===== src/rtl/ba_nibble_seq.sv =====
// ba_nibble_seq
//   Adds two WIDTH-bit operands one nibble at a time, LSB first, through a
//   single external 4-bit adder that has no carry-in. When a nibble has an
//   incoming carry, the nibble takes a second pass through the same adder
//   with b = 4'b0001 (state INC).
//
//   Handshake: start is sampled only while ready=1 (state IDLE). After all
//   nibbles are processed, done pulses for one cycle. result and carry_out
//   are then valid and hold until the next accepted start.
//
// Ports
//   clk, rst           clock (rising edge), asynchronous active-high reset
//   start              request, sampled only when ready=1
//   op_a, op_b         operands, captured on the accepted start
//   ready              high in IDLE
//   busy               high in ADD or INC
//   done               one-cycle pulse, result/carry_out valid
//   result, carry_out  registered sum and final carry
//   add_a, add_b       driven to the external adder
//   add_sum, add_cout  returned from the external adder
module ba_nibble_seq #(
  parameter int WIDTH = 16
) (
  input  logic             clk,
  input  logic             rst,
  input  logic             start,
  input  logic [WIDTH-1:0] op_a,
  input  logic [WIDTH-1:0] op_b,
  output logic             ready,
  output logic             busy,
  output logic             done,
  output logic [WIDTH-1:0] result,
  output logic             carry_out,
  output logic [3:0]       add_a,
  output logic [3:0]       add_b,
  input  logic [3:0]       add_sum,
  input  logic             add_cout
);

  localparam int NIB = WIDTH / 4;
  localparam int IW  = (NIB > 1) ? $clog2(NIB) : 1;
  localparam logic [IW-1:0] LAST_IDX = IW'(NIB - 1);

  typedef enum logic [1:0] {
    IDLE = 2'd0,
    ADD  = 2'd1,
    INC  = 2'd2,
    DONE = 2'd3
  } state_t;

  state_t           state;
  logic [WIDTH-1:0] a_q;
  logic [WIDTH-1:0] b_q;
  logic [IW-1:0]    idx;
  logic             carry;  // carry into the current nibble
  logic [3:0]       tmp;    // first-pass sum waiting for its +1 pass
  logic             c1;     // first-pass carry of the nibble now in INC

  // Status outputs are decoded directly from the state register.
  assign ready = (state == IDLE);
  assign busy  = (state == ADD) || (state == INC);
  assign done  = (state == DONE);

  // Adder inputs: operand nibbles in ADD, (tmp, 1) in INC, zero otherwise.
  always_comb begin
    add_a = 4'd0;
    add_b = 4'd0;
    case (state)
      ADD: begin
        add_a = a_q[{idx, 2'b00} +: 4];
        add_b = b_q[{idx, 2'b00} +: 4];
      end
      INC: begin
        add_a = tmp;
        add_b = 4'b0001;
      end
      default: begin
        add_a = 4'd0;
        add_b = 4'd0;
      end
    endcase
  end

  always_ff @(posedge clk or posedge rst) begin
    if (rst) begin
      state     <= IDLE;
      a_q       <= '0;
      b_q       <= '0;
      idx       <= '0;
      carry     <= 1'b0;
      tmp       <= 4'd0;
      c1        <= 1'b0;
      result    <= '0;
      carry_out <= 1'b0;
    end else begin
      case (state)
        IDLE: begin
          if (start) begin
            a_q       <= op_a;
            b_q       <= op_b;
            result    <= '0;
            carry_out <= 1'b0;
            idx       <= '0;
            carry     <= 1'b0;
            state     <= ADD;
          end
        end

        ADD: begin
          if (!carry) begin
            // No incoming carry: the first pass is the final nibble value.
            result[{idx, 2'b00} +: 4] <= add_sum;
            carry                     <= add_cout;
            if (idx == LAST_IDX) begin
              carry_out <= add_cout;
              state     <= DONE;
            end else begin
              idx   <= idx + 1'b1;
              state <= ADD;
            end
          end else begin
            // Incoming carry: park the partial sum and add 1 next cycle.
            tmp   <= add_sum;
            c1    <= add_cout;
            state <= INC;
          end
        end

        INC: begin
          // Only one of c1/add_cout can be set, so OR gives the nibble carry.
          result[{idx, 2'b00} +: 4] <= add_sum;
          carry                     <= c1 | add_cout;
          if (idx == LAST_IDX) begin
            carry_out <= c1 | add_cout;
            state     <= DONE;
          end else begin
            idx   <= idx + 1'b1;
            state <= ADD;
          end
        end

        DONE: begin
          state <= IDLE;
        end

        default: begin
          state <= IDLE;
        end
      endcase
    end
  end

endmodule


===== config.mk =====
export PLATFORM = sky130hd
export DESIGN_NAME = ba_nibble_seq
export DESIGN_NICKNAME = d
export VERILOG_FILES = /design/src/rtl/ba_nibble_seq.sv
export SDC_FILE = /design/constraint.sdc
export NUM_CORES = 1
export LEC_CHECK = 0
export CAP_MARGIN = 20
export CORE_UTILIZATION = 40
export CTS_CLUSTER_DIAMETER = 150
export DETAILED_ROUTE_END_ITERATION = 10
export PLACE_DENSITY = 0.66
export SYNTH_ARGS = -nofsm -noshare
export SYNTH_HDL_FRONTEND = slang
export SYNTH_SLANG_ARGS = --single-unit

===== constraint.sdc =====
create_clock -name clk -period 2.6 [get_ports clk]
set_input_delay 0.26 -clock clk [delete_from_list [all_inputs] [get_ports clk]]
set_output_delay 0.26 -clock clk [all_outputs]
set_load 0.02 [all_outputs]

==> results.md <==
- Post-detailed-route wirelength per cell: 15.93 µm
- CTS Buf Count: 9
- Final antenna diode count: 0
- CP Launch Type: flop
- Clock Path Buffers: 2
- Worst-skew pair later-pin latency: 330 ps
- Final core utilization: 54.28%
- CTS tree: done
- Total placed cells including tap cells: 396
- Post-synth net total: 290
- Pre-antenna DRT Iters: 4
- CTS Sinks: 59
- First-pass GRT wire length: 10760 µm
- Multi-input gate area: 1361 µm²
- Slew Limit Headroom: 60.77%
- Lkg Pwr: 1.728 nW
- # IOs: 68
- Fin. Hold Viols: 0
- Reg area: 1476 µm²
- Fmax: 409.2 MHz
- R2R cell count: 6
- Worst EP required: 2340 ps
- DRC viols: 0
- Seq/Total Area, Yosys: 49.71%
- Synth Instances: 238
- Crit Path Max Fanout: 7
- Tot GR Track Use: 18.68%
- RR Startpoint: idx[0]
- Die Y: 88.18 µm
- Die area: 7775 µm²
- Prevailing post-synth register cell: dfrtp_1
- IO buf count: 67
- Status: finished clean
- Synthesized area per cell: 12.48 µm²
- Post-DRT Antenna Nets: 0
- Share of cells above drive strength 1: 22.76%
- Crit path largest cell delay: 430 ps
- H-tree depth: 3
- Critical path class: reg -> out
- Setup violators final: 0
- Root Driver: clkbuf_8
- DR iter-0 viols: 67
- Final HPWL DP: 4807 µm
- Core area: 7214 µm²
- Max VDD drop: 490.3 µV
- Worst Setup SP: state[0]
- Layout fillers: 666
- Gpl congestion: 0.8738
- Max Cap Viol: 0
- Final worst-path cycle share: 93.98%
- Setup Skew: 7.889 ps
- Layout area overhead: 31.85%
- Post-synth ARST share: 100.0%
- Mapped Area: 2970 µm²
- GRT overflow: 0
- Minimum clock period: 2444 ps
- Clock-pin transition on the worst setup and hold timing paths: 60 ps
- Yosys reg bits: 59
- DIE WIDTH: 88.18 µm
- HP Class: in -> async
- Worst-Margin Slew: 588.4 ps
- Pwr Density: 1101 nW/µm²
- RSZ-0062 raised after global routing: false
- Crit path capture type: primary output
- Crit-path cells: inv_1 > ha_1 > and3_1 > a32oi_1 > o31ai_1 > dlygate4sd2_1
- Vias/cell: 5.153
- Slowest-stage cell, CP: dfrtp_1
- Vias: 2118
- Initial antenna violation count: 0
- Netlist cell types: 39
- Setup TNS: 0 ps
- Max Slew Vio Count: 0
- Rows: 31
- Starting density of the core: 41.17%
- Vias in the first global route: 2213
- Routed WL: 6546 µm
- Final std cells w/o fill: 411
- Crit path DAT: 2180 ps
- Largest net degree at the start of global routing: 37
- Fin nets: 360
- Post-CTS setup buffer count: 0
- EDFF count, synth: 0
- Synth warnings: 0
==> repair_timing <==
item / 4_1_cts / 5_1_grt
hold buffers: 0 / 0
resized for setup: 6 / 3
setup endpoints to repair: 8 / 3
==> cell families (layout without fill, tap and decap cells) <==
group           Yosys count  after routing  synth area share [%]
compound gates           35             35                 9.899
fa+ha+maj                12             12                 5.055
buf+inv                  26            100                 4.549
flops                    59             59                 49.71
mux                      52             52                 21.53
simple gates             54             54                 9.267
==> cells in the mapped netlist, types with 2 or more instances <==
| library cell | n | area [µm²] |
|---|---|---|
| mux4_2 | 3 | 67.56 |
| inv_1 | 11 | 41.29 |
| nand2_1 | 25 | 93.84 |
| nor2_1 | 7 | 26.28 |
| a21oi_1 | 3 | 15.01 |
| mux2i_1 | 8 | 80.08 |
| a22o_1 | 4 | 35.03 |
| buf_6 | 3 | 33.78 |
| and3_1 | 2 | 12.51 |
| nand4_1 | 5 | 31.28 |
| a32o_1 | 7 | 70.07 |
| nand2b_1 | 2 | 12.51 |
| o21ai_0 | 4 | 20.02 |
| mux2_4 | 4 | 60.06 |
| a32oi_1 | 4 | 35.03 |
| mux2_2 | 36 | 405.4 |
| dfrtp_1 | 59 | 1476 |
| o31ai_1 | 5 | 37.54 |
| ha_1 | 12 | 150.1 |
| and4bb_2 | 2 | 25.02 |
| o2111ai_1 | 2 | 17.52 |
| nor2b_1 | 5 | 31.28 |
| buf_2 | 9 | 45.04 |
==> cell type report <==
class                      count  area share [%]
sequential                    59           37.70
multi-input combinational    153           34.76
timing repair buffer          73           18.63
clock buffer                  14           4.409
tap                           99           3.163
inverter                      12           1.150
clock inverter                 1          0.1917
==> report_power, final <==
part | internal (mW) | switching [mW] | leakage, nW | total (mW)
Sequential | 1.28 | 0.230 | 0.738 | 1.51
Clock | 0.420 | 0.339 | 0.0888 | 0.759
Combinational | 1.03 | 1.02 | 0.901 | 2.04
Total | 2.73 | 1.59 | 1.73 | 4.31
==> per-layer routing <==
metal	track usage, %	vias up	wire length, µm
li1	-	1004	-
met1	23.35	1039	2951
met2	29.30	66	3120
met3	5.938	9	378
met4	9.091	0	96
met5	0	-	0
==> cells in the final DEF, fill, tap and decap left out, types with 7 or more instances in the layout <==
cell,n
ha_1,12
nand2_1,24
clkbuf_8,12
mux2_2,36
dfrtp_1,59
clkdlybuf4s50_1,59
inv_1,10
nor2_1,7
mux2i_1,8
a32o_1,7
==> critical path, delay by kind of cell, from the launching register on <==
family / cells / cell delay, ps
simple gates: 1 / 270
flops: 1 / 430
buf+inv: 2 / 450
compound gates: 2 / 300
fa+ha+maj: 1 / 400
==> sequential cells by signal (all words and copies together), names as in the netlist <==
| register | count |
|---|---|
| carry_out | 1 |
| carry | 1 |
| result | 16 |
| idx | 2 |
| a_q | 16 |
| tmp | 4 |
| c1 | 1 |
| b_q | 16 |
| state | 2 |
==> stage by stage <==
step                      cell area, µm²  setup slack (ps)  power [mW]  hold slack (ps)
after floorplan                     2970             583.9       2.975            365.4
after global placement              3732             218.3       3.572            460.0
after detailed placement            3732             198.2       3.615            468.3
after CTS                           3909             55.42       4.375            297.7
after global routing                3916             30.37       4.620            329.7
final                               3916             156.4       4.313            291.7
==> path summary, 6_finish.rpt <==
check                            endpoint  slack, ps
worst max-delay path             add_a[3]        160
worst max register to register  result[8]        490
min in group clk                   tmp[2]        490
worst min register to register     tmp[2]        490
max in group asynchronous           carry       1730
worst min-delay path               b_q[2]        290
(Power assumes the default switching activity.)
